**config.mk**
```make
export PLATFORM = sky130hd
export DESIGN_NAME = uart_rx_controller
export DESIGN_NICKNAME = d
export VERILOG_FILES = /design/src/rtl/uart_pkg.sv /design/src/rtl/rx_bit_timer.sv /design/src/rtl/uart_rx_controller.sv
export SDC_FILE = /design/constraint.sdc
export NUM_CORES = 1
export LEC_CHECK = 0
export ABC_AREA = 1
export CAP_MARGIN = 5
export CORE_MARGIN = 2
export CORE_UTILIZATION = 57
export CTS_BUF_LIST = sky130_fd_sc_hd__clkbuf_4 sky130_fd_sc_hd__clkbuf_8 sky130_fd_sc_hd__clkbuf_16
export DETAILED_ROUTE_END_ITERATION = 7
export PLACE_DENSITY = 0.87
export SETUP_SLACK_MARGIN = 0.3
export SYNTH_ARGS = -nofsm -noshare
export SYNTH_HDL_FRONTEND = slang
export SYNTH_SLANG_ARGS = --single-unit
```
**constraint.sdc**
```tcl
create_clock -name clk -period 1.88 [get_ports clk]
set_input_delay 0.376 -clock clk [delete_from_list [all_inputs] [get_ports clk]]
set_output_delay 0.376 -clock clk [all_outputs]
set_load 0.03 [all_outputs]
```
**src/rtl/uart_pkg.sv**
```systemverilog
// Shared UART definitions: data width and controller state encoding,
// common to the receive and transmit controllers.
package uart_pkg;

    localparam int DATA_BITS = 8;

    typedef enum logic [2:0] {
        IDLE,
        START,
        DATA,
        STOP,
        WAIT_HIGH
    } uartState_t;

endpackage

```
**src/rtl/rx_bit_timer.sv**
```systemverilog
// Bit-period timer: loads half a bit on a start edge so strobes land mid-bit,
// then emits a one-cycle strobe once per CLOCKS_PER_BIT cycles.
module rx_bit_timer #(
    parameter int CLOCKS_PER_BIT = 8
) (
    input  logic clk,
    input  logic reset,
    input  logic load,
    output logic strobe
);

    localparam int W = (CLOCKS_PER_BIT > 1) ? $clog2(CLOCKS_PER_BIT) : 1;
    localparam logic [W-1:0] LAST = W'(CLOCKS_PER_BIT - 1);
    localparam logic [W-1:0] HALF = W'(CLOCKS_PER_BIT >> 1);

    logic [W-1:0] r_count;
    logic         r_strobe;

    // A load suppresses the strobe so a wrap coinciding with a start edge cannot fire early.
    always_ff @(posedge clk) begin
        if (reset) begin
            r_count  <= '0;
            r_strobe <= 1'b0;
        end else if (load) begin
            r_count  <= HALF;
            r_strobe <= 1'b0;
        end else begin
            r_strobe <= (r_count == LAST);
            r_count  <= (r_count == LAST) ? '0 : r_count + 1'b1;
        end
    end

    assign strobe = r_strobe;

endmodule

```
**src/rtl/uart_rx_controller.sv**
```systemverilog
// UART receiver: synchronizes the line, frames start/data/stop bits and hands
// each byte to a valid/ready consumer, flagging framing and overrun errors.
module uart_rx_controller
    import uart_pkg::*;
#(
`ifdef FORMAL
    parameter int CLOCKS_PER_BIT = 8
`else
    parameter int CLOCKS_PER_BIT = 5000
`endif
) (
    input  logic                 clk,
    input  logic                 reset,
    input  logic                 serial_in,
    output logic [DATA_BITS-1:0] rx_data,
    output logic                 rx_valid,
    input  logic                 rx_ready,
    output logic                 framing_error,
    output logic                 overrun_error,
    output logic                 busy
);

    logic                 r_sync1;
    logic                 r_sync2;
    logic                 r_rxPrev;
    logic [2:0]           r_settle;
    uartState_t           r_state;
    logic [2:0]           r_bitIdx;
    logic [DATA_BITS-1:0] r_shift;

    logic w_rxS;
    logic w_startDetected;
    logic w_strobe;

    assign w_rxS = r_sync2;

    // r_settle keeps edge detection off until the synchronizer holds real line samples,
    // so a line already low at reset release is not mistaken for a start bit.
    always_ff @(posedge clk) begin
        if (reset) begin
            r_sync1  <= 1'b1;
            r_sync2  <= 1'b1;
            r_rxPrev <= 1'b1;
            r_settle <= '0;
        end else begin
            r_sync1  <= serial_in;
            r_sync2  <= r_sync1;
            r_rxPrev <= w_rxS;
            r_settle <= {r_settle[1:0], 1'b1};
        end
    end

    assign w_startDetected = (r_state == IDLE) && r_settle[2] && r_rxPrev && !w_rxS;

    rx_bit_timer #(
        .CLOCKS_PER_BIT(CLOCKS_PER_BIT)
    ) u_bitTimer (
        .clk   (clk),
        .reset (reset),
        .load  (w_startDetected),
        .strobe(w_strobe)
    );

    always_ff @(posedge clk) begin
        if (reset) begin
            r_state       <= IDLE;
            r_bitIdx      <= '0;
            r_shift       <= '0;
            rx_data       <= '0;
            rx_valid      <= 1'b0;
            framing_error <= 1'b0;
            overrun_error <= 1'b0;
        end else begin
            framing_error <= 1'b0;
            overrun_error <= 1'b0;
            if (rx_valid && rx_ready) begin
                rx_valid <= 1'b0;
            end
            case (r_state)
                IDLE: begin
                    if (w_startDetected) begin
                        r_state <= START;
                    end
                end
                START: begin
                    if (w_strobe) begin
                        if (!w_rxS) begin
                            r_state  <= DATA;
                            r_bitIdx <= '0;
                        end else begin
                            r_state <= IDLE;
                        end
                    end
                end
                DATA: begin
                    if (w_strobe) begin
                        r_shift[r_bitIdx] <= w_rxS;
                        if (r_bitIdx == 3'(DATA_BITS - 1)) begin
                            r_state <= STOP;
                        end else begin
                            r_bitIdx <= r_bitIdx + 3'd1;
                        end
                    end
                end
                // An accept in this same cycle frees the holding register for the new byte.
                STOP: begin
                    if (w_strobe) begin
                        if (w_rxS) begin
                            if (!rx_valid || rx_ready) begin
                                rx_data  <= r_shift;
                                rx_valid <= 1'b1;
                            end else begin
                                overrun_error <= 1'b1;
                            end
                            r_state <= IDLE;
                        end else begin
                            framing_error <= 1'b1;
                            r_state       <= WAIT_HIGH;
                        end
                    end
                end
                WAIT_HIGH: begin
                    if (w_rxS) begin
                        r_state <= IDLE;
                    end
                end
                default: r_state <= IDLE;
            endcase
        end
    end

    assign busy = (r_state != IDLE);

endmodule

```
==> impl_metrics.tcl, run 1 <==
set metrics [dict create \
    slew_violations 0 \
    hpwl_microns 3070 \
    hold_ws_ns 0.411 \
    critPathKind "register to primary output" \
    syn_area_sq_um 2030 \
    power_switching_uw 671 \
    syn_inst 290 \
    grt_usage 0.224 \
    min_period_ns 1.47 \
    fillCellCount 313 \
    syn-num-nets 297 \
    worst_setup_path_start_kind "register" \
    grt_pass1_vias 1816 \
    routabilityCongestion 0.867 \
    synth-compound-area-share 0.0710 \
    cp_max_fo 2 \
    areaGrowthSynthToFinish_pct 13.6 \
    internal_power_mw 1.39 \
    pwr-share-comb 0.251 \
    clkSlewWorstSetupHoldPaths_ns 0.13 \
    muxShareOfSynthArea 0 \
    synth_top_family_by_area "simple AND/OR/NAND/NOR gates" \
    num_vias 1882 \
    cts_buffer_depth 2 \
    grt_pass1_wl_microns 7280 \
    finClkSkew_ns 0.00686 \
    fp.dieW_microns 63.6 \
    relSlewSlack 0.793 \
    layout.nets 318 \
    synth_cell_types 27 \
    hold_violations 0 \
    powerDensity_nw_per_um2 897 \
    p_clk_frac 0.250 \
    hold_buffers 0 \
    io_buffers 15 \
    core.rowCount 21 \
    core_sq_um 3360 \
    synth-seq-cells 45 \
    ys_top_cells_by_area "dfxtp_1 44%, nor2_1 14%, nand2_1 11%, inv_1 5.4%, nand3_1 4.0%" \
    utilization 0.684 \
    path_delay_family "buffers and inverters" \
    ant_nets 0 \
    start_util 0.602 \
    finalCritPeriodShare 0.784 \
    dpl_cell_area_sq_um 2240 \
    cp_data_required_time_ns 1.50 \
    setup_viol 0 \
    status "completed" \
    pin_count 16 \
    die-height_microns 63.6 \
    hold_class "register to register" \
    cp_num_buf_inv 1 \
    viasPerCell 5.26 \
    leakage_nw 0.958 \
    synth.top_cell.area_share 0.445 \
    grt_max_degree 24 \
    insertion_delay_ns 0.34 \
    crit_path_end_kind "primary output" \
    finalInstanceArea_sq_um 2300 \
    max_stage_delay_ns 0.40 \
    finalWirelength_microns 4110 \
    diodes 0 \
    yosys.area_share.simple 0.383 \
    dieArea_sq_um 4050 \
    swShare 0.325 \
    maxCapViolCount 0 \
    worstMarginPinSlew_ns 0.310 \
    seq_area_frac_synth 0.445 \
    ys_warn_count 0 \
    drive_gt1_frac 0.109 \
    drt_iter0_markers 130 \
    path_cells "dlygate4sd2_1" \
    tritoncts "done" \
    root_buffer "clkbuf_4" \
    pwr-share-seq 0.499 \
    drc 0 \
    antenna_found_initial 0 \
    grt_overflow 0 \
    setup_tns_ns 0 \
    dr.pass1.iters 4 \
    yosysTopAreaCell "dfxtp_1" \
    htree_num_levels 2 \
    syn_area_per_cell_sq_um 6.99 \
    synthAdderAreaFrac 0.0185 \
    cts.sinks 45 \
    rsz0062_at_grt "no" \
    synth_xor_area_frac 0.0130 \
    total_power_mw 2.06 \
    worstPathArrival_ns 1.10 \
    critPathSlowestCell "dlygate4sd2_1" \
    numCtsBuffers 5 \
    drt-wirelength-per-cell_microns 11.5 \
    fmax_ghz 0.678 \
    ir_worst_vdd_mv 0.725 \
]
[stage by stage]
step / worst slack (ns) / cells
6_report: 0.405 / 358
4_1_cts: 0.174 / 358
2_1_floorplan: 0.577 / 290
5_1_grt: 0.302 / 358
3_3_place_gp: 0.216 / 350
3_5_place_dp: 0.197 / 350
[tightest hold or removal path, cell delays in order (launching register included)]
cell	delay [ns]
dfxtp_1	0.32
inv_1	0.04
nor2_1	0.03
[registers in the layout, indices dropped and copies added (netlist names)]
name,flops
u_bitTimer.r_count,13
rx_valid,1
u_bitTimer.strobe,1
r_bitIdx,3
r_state,3
r_sync2,1
r_rxPrev,1
r_sync1,1
r_shift,8
overrun_error,1
framing_error,1
r_settle,3
rx_data,8
[cells in the final DEF, fill, tap and decap left out, types with 2 or more instances in the layout]
cell             synthesis  routed
clkdlybuf4s50_1          0       3
nor3_1                   5       5
nand3_1                 16      16
clkbuf_4                 0       5
buf_4                    0       4
nor4_1                   2       2
nand4_1                  4       4
inv_1                   29      28
o21ai_0                 11      11
ha_1                     3       3
nor2_4                   3       3
clkbuf_8                 0       2
dfxtp_1                 45      44
nand2_1                 62      61
or2_2                    4       4
nor2_1                  73      72
dlygate4sd2_1            0      11
nand3b_1                 2       2
a21oi_1                 10      10
xor2_1                   3       3
nand2_2                  4       5
inv_2                    1       2
[area by class of cell]
class	count	area (sq um)	area share
multi-input combinational	209	988	0.430
sequential	45	902	0.392
clock inverter	1	5.00	0.00218
timing repair buffer	19	161	0.0701
clock buffer	7	65.1	0.0283
tap	46	57.6	0.0250
inverter	31	121	0.0527
[synthesized netlist by cell type]
master    count
o21ai_0      11
o21ai_2       1
ha_1          3
nand3_1      16
inv_1        29
nor4_1        2
a21oi_2       1
clkinv_4      1
nand4_1       4
nor2_4        3
dfxtp_1      45
nor2_1       73
nand3_2       1
o21a_1        1
inv_2         1
buf_2         1
nand2_1      62
o21bai_1      1
xor2_1        3
nand2_2       4
clkbuf_1      4
a21oi_1      10
nand3b_1      2
nor3_1        5
nand3_4       1
a31oi_1       1
or2_2         4
[logic make-up (layout without fill, tap and decap cells)]
family                     count (synthesis)  count (layout)
AOI/OAI and AO/OA                         26              26
xor gates and xnor gates                   3               3
adders and majority gates                  3               3
buffers and inverters                     36              58
DFF                                       45              45
and+or+nand+nor                          177             177
[power groups by stage]
stage / Clock (mW) / Combinational [mW] / Sequential [mW]
finish: 0.516 / 0.518 / 1.03
detailed placement: 0 / 0.531 / 1.05
floorplan: 0 / 0.387 / 1.05
global route: 0.576 / 0.578 / 1.03
CTS: 0.527 / 0.526 / 1.03
global placement: 0 / 0.525 / 1.05
[repair_timing]
action / in CTS / in global routing
setup buffers: 0 / 0
setup endpoints to repair: 12 / 3
gates resized for setup: 14 / 6
[final timing paths]
| check | cells after the start | slack (ns) | from | to |
|---|---|---|---|---|
| max | 1 | 0.41 | rx_data[5] | rx_data[5] |
| min | 2 | 0.41 | r_settle[0] | r_settle[1] |
| max reg2reg | 8 | 0.43 | r_bitIdx[0] | r_bitIdx[0] |
| min reg2reg | 2 | 0.41 | r_settle[0] | r_settle[1] |
[metal layers]
metal  share of wire  wire length, microns  up-vias  track usage
li1                -                     -      954            -
met1            0.43                  1770      882        0.238
met2            0.53                  2160       40        0.432
met3           0.033                   135        6       0.0571
met4           0.011                    47        0       0.0625
met5               0                     0        -            0
No activity file was read; power rests on OpenSTA's default activity.
==> run 2: changes to the inputs <==
==> constraint.sdc (replaced) <==
create_clock -name clk -period 1.4 [get_ports clk]
set_input_delay 0.28 -clock clk [delete_from_list [all_inputs] [get_ports clk]]
set_output_delay 0.28 -clock clk [all_outputs]
set_load 0.03 [all_outputs]
==> run 2 against run 1 <==
Effect of this change:
- the flow now finishes with violations (setup timing)
- flip-flop and latch count is the same
- largest power group unchanged
- routed wire length grew 38%
- sequential power grew 41%
- critical endpoint is now rx_data[6]
- critical path depth grew 5
==> impl_metrics.tcl, run 2 (synthesized netlist as in run 1, its figures left out) <==
set metrics [dict create \
    finClkSkew_ns 0.0105 \
    drt_iter0_markers 135 \
    rsz0062_at_grt "yes" \
    reg2reg_slack_ns -0.04 \
    total_power_mw 3.22 \
    grt_pass1_vias 1806 \
    ant_nets 0 \
    max_stage_delay_ns 0.41 \
    root_buffer "clkbuf_4" \
    start_util 0.602 \
    pin_count 16 \
    critPathLaunch "r_state[1]" \
    finalInstanceArea_sq_um 2830 \
    viasPerCell 5.51 \
    hold_buffers 0 \
    relSlewSlack 0.835 \
    finalWirelength_microns 5670 \
    critical_path.endpoint "rx_data[6]" \
    grt_usage 0.258 \
    insertion_delay_ns 0.36 \
    core_sq_um 3360 \
    cp_max_fo 5 \
    layout_setup_ws_ns -0.0362 \
    worstPathArrival_ns 1.68 \
    final_common_cell "nor2_1" \
    mostFrequentLayoutCells "52 x nor2_1, 51 x nand2_1, 23 x inv_1" \
    grt_pass1_wl_microns 8130 \
    drc 0 \
    core.rowCount 21 \
    hold_violations 0 \
    io_buffers 15 \
    hold_class "register to register" \
    status "finished, violations left" \
    cp.depth 6 \
    clkSlewWorstSetupHoldPaths_ns 0.12 \
    fp.dieW_microns 63.6 \
    dieArea_sq_um 4050 \
    fmax_ghz 0.696 \
    antenna_found_initial 0 \
    grt_overflow 0 \
    cts_buffer_depth 2 \
    path_delay_family "simple AND/OR/NAND/NOR gates" \
    setup_viol 1 \
    min_period_ns 1.44 \
    layout.nets 336 \
    r2r-end "rx_data[6]" \
    met2_usage 0.439 \
    routabilityCongestion 0.874 \
    dr.pass1.iters 5 \
    critPathSlowestCell "dfxtp_4" \
    reg.largest.list "u_bitTimer.r_count: 13 flops, r_shift: 8 flops, rx_data: 8 flops" \
    grt.met1_usage 0.322 \
    reg2reg_from "r_state[1]" \
    num_vias 2065 \
    maxCapViolCount 0 \
    path_cells "buf_4 -> nand3_4 -> nor2_4 -> nand3_4 -> o21ai_1 -> nor2_1" \
    dpl_cell_area_sq_um 2370 \
    top_usage_layer "met2" \
    violations "setup timing" \
    worstMarginPinSlew_ns 0.246 \
    drive_gt1_frac 0.426 \
    cts.sinks 45 \
    htree_num_levels 2 \
    slew_violations 0 \
    die-height_microns 63.6 \
    areaGrowthSynthToFinish_pct 39.5 \
    leakage_nw 1.11 \
    drt-wirelength-per-cell_microns 15.1 \
    powerDensity_nw_per_um2 1140 \
    numCtsBuffers 5 \
    cp_data_required_time_ns 1.64 \
    critPathKind "register to register" \
    ff2ff_path_depth 6 \
    tritoncts "done" \
    hpwl_microns 2910 \
    largest_reg_flops 13 \
    cp_num_buf_inv 1 \
    cpMostUsedCell "nand3_4" \
    worst_setup_path_start_kind "register" \
    grt_max_degree 24 \
    finalCritPeriodShare 1.03 \
    holdPathStages 2 \
    crit_path_end_kind "register" \
    ir_worst_vdd_mv 0.784 \
    diodes 0 \
    top_register "u_bitTimer.r_count" \
    grt_use_met3 0.0429 \
]
[run 2: changes by cell type in the layout (fill, tap and decap cells not counted), sizes merged]
cell         delta
buf            +28
dlygate4sd2    -11
clkinv          -1
nand3           +1
[run 2: metal layers]
layer | routed length (microns) | vias up | part of all wire
met3 | 317 | 20 | 0.056
met2 | 2910 | 86 | 0.51
li1 | - | 994 | -
met5 | 0 | - | 0
met4 | 161 | 0 | 0.028
met1 | 2280 | 965 | 0.40
[run 2: cell type report]
cell class                      instances  area (sq um)
Multi-Input combinational cell        210          1280
Sequential cell                        45           947
Fill cell                             185           538
Timing Repair Buffer                   36           350
Inverter                               31           126
Clock buffer                            7          58.8
Tap cell                               46          57.6
[run 2: how the worst min path moves through the flow]
| stage | end | from | slack (ns) |
|---|---|---|---|
| floorplan | r_sync1 | serial_in | 0.38 |
| global placement | r_settle[1] | r_settle[0] | 0.39 |
| detailed placement | r_settle[2] | r_settle[1] | 0.40 |
| CTS | r_settle[1] | r_settle[0] | 0.43 |
| global route | r_settle[2] | r_settle[1] | 0.46 |
| finish | r_settle[2] | r_settle[1] | 0.44 |
[run 2: worst min-delay path, delay by kind of cell, from the launching register on]
kind / cells / cell delay, ns
buffers and inverters: 1 / 0.05
DFF: 1 / 0.32
and+or+nand+nor: 1 / 0.04
[run 2: report_power, final]
| group | switching [mW] | internal, mW | total (mW) | leakage (nW) |
|---|---|---|---|---|
| clock network | 0.393 | 0.257 | 0.650 | 0.0348 |
| logic | 0.645 | 0.476 | 1.12 | 0.696 |
| registers | 0.0978 | 1.35 | 1.45 | 0.378 |
| total | 1.14 | 2.08 | 3.22 | 1.11 |
[run 2: through the flow]
stage / setup TNS, ns / util / hold WS [ns] / setup WS [ns] / instances
6_report: -0.0362 / 0.840 / 0.439 / -0.0362 / 375
5_1_grt: -0.224 / 0.840 / 0.461 / -0.0735 / 375
4_1_cts: 0 / 0.779 / 0.429 / 0.0593 / 369
3_5_place_dp: -0.358 / 0.705 / 0.403 / -0.0681 / 353
3_3_place_gp: -0.0669 / 0.705 / 0.392 / -0.0120 / 353
2_1_floorplan: 0 / - / 0.384 / 0.162 / 290
[run 2: repair_timing]
action / CTS / global route
buffers inserted: 8 / 6
gates resized for setup: 114 / 59
gates cloned: 1 / 0
setup endpoints to repair: 48 / 50
pin swaps: 5 / 22
endpoints found under the hold margin: 0 / 0
==> run 3: changes to the inputs <==
--- a/config.mk
+++ b/config.mk
@@ -12,6 +12,7 @@
 export CTS_BUF_LIST = sky130_fd_sc_hd__clkbuf_4 sky130_fd_sc_hd__clkbuf_8 sky130_fd_sc_hd__clkbuf_16
 export DETAILED_ROUTE_END_ITERATION = 7
 export PLACE_DENSITY = 0.87
+export REMOVE_ABC_BUFFERS = 1
 export SETUP_SLACK_MARGIN = 0.3
 export SYNTH_ARGS = -nofsm -noshare
 export SYNTH_HDL_FRONTEND = slang
==> run 3 against run 2 <==
Effect of this change:
- core utilization up 2.8 points
- the run still ends with setup timing left
- sequential power hardly changed
- highest routed layer unchanged
- critical path type unchanged
- critical path depth grew 3
- power is 20% higher
- fmax down 0.20%
- die area unchanged
- combinational power is 37% higher
- non-clock buffer count increased by 5
- clock power rose by 38%
- cell count grew 1.6%
- register-to-register slack barely moved
==> impl_metrics.tcl, run 3 (synthesized netlist as in run 1, its figures left out) <==
set metrics [dict create \
    dr_wl_met3_microns 587 \
    dr.pass1.iters 5 \
    reg2reg_slack_ns -0.04 \
    num_vias 2242 \
    core.rowCount 21 \
    layout.nets 341 \
    drc 0 \
    hold_class "register to register" \
    core_sq_um 3360 \
    dieArea_sq_um 4050 \
    min_period_ns 1.44 \
    die-height_microns 63.6 \
    finClkSkew_ns 0.0125 \
    grt_pass1_wl_microns 9080 \
    dr_wl_met2_microns 3520 \
    crit_path_end_kind "register" \
    ir_worst_vdd_mv 0.827 \
    worstPathArrival_ns 1.75 \
    cp_max_fo 6 \
    layout_setup_ws_ns -0.0392 \
    cts.sinks 45 \
    min-delay-start "r_settle[0]" \
    grt_overflow 0 \
    rsz0062_at_grt "yes" \
    top_register "u_bitTimer.r_count" \
    worst_setup_path_start_kind "register" \
    viasPerCell 5.88 \
    diodes 0 \
    grt_max_degree 24 \
    tritoncts "done" \
    worstMarginPinSlew_ns 0.337 \
    leakage_nw 1.16 \
    setup_tns_ns -0.202 \
    violations "setup timing" \
    status "finished, violations left" \
    routabilityCongestion 0.915 \
    ant_nets 0 \
    largest_reg_flops 13 \
    ff2ff_path_depth 9 \
    hold_buffers 0 \
    hold_path_end "r_settle[1]" \
    setup_viol 9 \
    powerDensity_nw_per_um2 1330 \
    antenna_found_initial 0 \
    clkSlewWorstSetupHoldPaths_ns 0.14 \
    htree_num_levels 2 \
    wl_met1_microns 2550 \
    finalWirelength_microns 6980 \
    areaGrowthSynthToFinish_pct 44.0 \
    insertion_delay_ns 0.40 \
    cts_buffer_depth 2 \
    relSlewSlack 0.775 \
    hpwl_microns 3040 \
    drive_gt1_frac 0.421 \
    slew_violations 0 \
    grt_pass1_vias 2018 \
    grt_usage 0.292 \
    final_common_cell "nor2_1" \
    maxCapViolCount 0 \
    fp.dieW_microns 63.6 \
    hold_violations 0 \
    root_buffer "clkbuf_4" \
    fmax_ghz 0.695 \
    io_buffers 15 \
    cp_data_required_time_ns 1.71 \
    r2r-end "r_shift[1]" \
    drt_iter0_markers 226 \
    fillCellCount 171 \
    numCtsBuffers 5 \
    finalCritPeriodShare 1.03 \
    mostFrequentLayoutCells "53 x nor2_1, 52 x nand2_1, 24 x inv_1" \
    reg.largest.list "u_bitTimer.r_count: 13 flops, r_shift: 8 flops, rx_data: 8 flops" \
    holdPathStages 2 \
    critPathKind "register to register" \
    start_util 0.602 \
    maxUsedRoutingLayer "met4" \
    reg2reg_from "r_state[0]" \
    total_power_mw 3.87 \
    drt-wirelength-per-cell_microns 18.3 \
    pin_count 16 \
]
[run 3: routing by layer]
layer  global-route usage  vias up
met5                    0        -
li1                     -     1003
met1                0.307     1062
met3               0.0661       43
met2                0.538      134
met4                0.152        0
[run 3: final cells by class]
class / count / area (sq um) / share of cell area
clock buffer: 7 / 58.8 / 0.0202
clock inverter: 1 / 30.0 / 0.0103
inverter: 31 / 129 / 0.0442
multi-input combinational: 210 / 1280 / 0.437
sequential: 45 / 943 / 0.323
tap: 46 / 57.6 / 0.0197
timing repair buffer: 41 / 423 / 0.145
[run 3: repair_timing]
action,4_1_cts,5_1_grt
buffers inserted,11,7
setup endpoints to repair,49,50
gates resized for setup,153,55
gates cloned,1,0
pin swaps,23,14
[run 3: worst max-delay path by stage]
stage                start     endpoint  slack [ns]  cells past startpoint
2_1_floorplan  r_bitIdx[0]  r_bitIdx[0]        0.09                      8
3_3_place_gp      rx_ready   rx_data[5]       0.001                      7
3_5_place_dp      rx_ready   rx_data[6]       -0.08                      7
4_1_cts         r_state[1]         busy        0.07                      3
5_1_grt         r_state[0]   r_shift[1]        -0.1                      9
6_report        r_state[0]   r_shift[1]       -0.04                      9
[run 3: report_power, final]
part	internal, mW	switching (mW)
combinational	0.702	0.826
clock	0.446	0.453
sequential	1.36	0.0906
total	2.50	1.37
[run 3: critical path, stage by stage (launching register included)]
cell and delay (ns):
dfxtp_4 0.39, buf_12 0.13, nor2_4 0.12, nand2_2 0.10, nor2_4 0.18, nand2_4 0.13
nor2_2 0.13, nand2_1 0.06, nand2_1 0.08, nor2_1 0.05
[run 3: metrics by stage]
| stage | cell area [sq um] | setup WS [ns] | utilization | cells | hold slack, ns |
|---|---|---|---|---|---|
| after global placement | 2280 | 0.000991 | 0.679 | 354 | 0.397 |
| after floorplan | 2010 | 0.0906 | - | 285 | 0.349 |
| after CTS | 2690 | 0.0685 | 0.799 | 374 | 0.408 |
| final | 2920 | -0.0392 | 0.868 | 381 | 0.443 |
| after global routing | 2920 | -0.0991 | 0.868 | 381 | 0.460 |
| after detailed placement | 2280 | -0.0781 | 0.679 | 354 | 0.401 |
==> RTL edit (config.mk and constraints of run 3) <==
`DATA_BITS`: 8 -> 6.
--- a/src/rtl/uart_pkg.sv
+++ b/src/rtl/uart_pkg.sv
@@ -2,7 +2,7 @@
 // common to the receive and transmit controllers.
 package uart_pkg;
 
-    localparam int DATA_BITS = 8;
+    localparam int DATA_BITS = 6;
 
     typedef enum logic [2:0] {
         IDLE,
Ports: changed (resized rx_data); port bits go from 16 to 14. The function was not compared with the original's and may differ.
==> RTL edit against run 3 <==
  * The run still ends with setup timing left
  * Area after synthesis shrank 8.5%
  * Worst setup slack lost 150 ps
  * Sequential cell count shrank 4
  * Die area shrank 8.0%
  * Via count grew 7.3%
  * Final area is essentially flat
  * Total power shrank 21%
  * Clock power shrank 23%
  * Routed wire length grew 27%
  * Sequential share of layout area shrank 2.6 points
==> RTL edit: results (changes against run 3) <==
Placement
  – # port buffers: 13 (-2)
  – Dpl ws: -64.0 ps (+14.2 ps)
  – Post-placement cell count: 334 (-5.6%)
  – HPWL Detailed: 2870 um (-5.6%)
  – Final RePlAce weighted congestion: 0.875 (-4.3%)

Timing
  – Relative slew margins: 74.6% (-2.8 points)
  – Final Setup Violations: 16 (+7)
  – Hold Slack: 451 ps (+8.77 ps)
  – Fin Clk Skew: 35.4 ps (+22.9 ps)
  – Setup WS post-layout: -187 ps (-148 ps)

Setup path
  – Worst path top cell family by delay: simple AND/OR/NAND/NOR gates
  – Crit Path Max Fanout: 5 (-1)
  – Slowest cell on the critical path: dfxtp_2
  – Depth of the worst register-to-register path: 8 (-1)
  – CP arrival: 1910 ps (+160 ps)
  – Max incr delay on CP: 360 ps (-30 ps)

Run status
  – Status: finished, violations left
  – Failing checks: setup timing

Worst hold path
  – Hold Path Stages: 1 (-1)

Final layout
  – Final nets: 322 (-5.6%)
  – Layout cells sized above 1: 55.1% (+13 points)
  – Multi-input gate count: 181 (-14%)
  – Largest regs: u_bitTimer.r_count (13), r_shift (6), rx_data (6)
  – Inverters: 35 (+13%)
  – Fillers: 86 (-50%)
  – Reg area: 868 um^2 (-8.0%)
  – Clk tree area frac: 2.06% (-0.99 points)
  – Finished Layout Cells: 360 (-5.5%)
  – Finished Cell Area: 2920 um^2 (about the same)
  – Buffering overhead: 16.5% (+2.0 points)
  – Buffers, non-clock: 51 (+24%)
  – Area occupied by multi-input gates: 1320 um^2 (+3.1%)
  – Clk_buf instances: 8 (+1)

Detailed routing
  – Drt first-iter violations: 421 (+86%)
  – Met2 WL: 4060 um (+15%)
  – Vias per cell: 6.68 (+14%)
  – Max layer used: met4
  – Met3 routed WL: 1080 um (+84%)
  – WL final: 8880 um (+27%)

Clock network
  – CTS sink count: 41 (-8.9%)
  – Resized cells post-CTS: 167 (+9.2%)
  – CTS max path bufs: 2 (unchanged)
  – Post-CTS setup buffers: 12 (+1)

Yosys
  – Area contributors post-synth: dfxtp_1 44%, nand2_1 11%, nor2_1 8.3%
  – Mean Syn Cell Area: 7.07 um^2 (+1.3%)
  – Compound-cell area share of the yosys netlist: 11.3% (+4.2 points)
  – Most frequent cells after synthesis: 53 x nand2_1, 41 x dfxtp_1, 41 x nor2_1, 31 x inv_1, 20 x a21oi_1
  – Netlist cell types: 25 (-7.4%)
  – Synth Area in XOR/XNOR: 1.89% (+0.59 points)
  – Synth Area in Adders: 2.03% (+0.17 points)

Power
  – LEAKAGE: 0.00116 uW (-0.38%)
  – Pint: 1870 uW (-25%)
  – Peak VDD IR: 0.836 mV (+1.1%)

Global routing
  – All-Layer GR Usage: 34.1% (+4.8 points)
  – Vias in the first global route: 1953 (-3.2%)
  – Global-route wire length before repair: 8990 um (-0.99%)

Die
  – Tap Cells: 44 (-4.3%)
-- RTL edit: changes by cell type after synthesis, sizes merged, moves of 3 or more --
cell,delta
inv,+4
o21ai,+3
dfxtp,-4
nand2,-12
a21oi,+13
nor2,-32
-- RTL edit: routing by layer --
layer,vias to the layer above,track usage [%]
li1,947,-
met1,1100,38.0
met2,261,57.6
met3,97,10.3
met4,0,19.9
met5,-,0
-- RTL edit: worst paths after layout --
kind                           from         end
hold reg to reg             r_sync1     r_sync2
setup / recovery  u_bitTimer.strobe  r_state[1]
setup reg to reg  u_bitTimer.strobe  r_state[1]
hold / removal              r_sync1     r_sync2
-- RTL edit: power by group through the flow --
| stage | clock network (uW) | logic [uW] | registers, uW |
|---|---|---|---|
| 2_1_floorplan | 0 | 321 | 1280 |
| 3_3_place_gp | 0 | 453 | 1280 |
| 3_5_place_dp | 0 | 465 | 1280 |
| 4_1_cts | 624 | 704 | 1270 |
| 5_1_grt | 699 | 1140 | 1290 |
| 6_report | 694 | 1060 | 1290 |
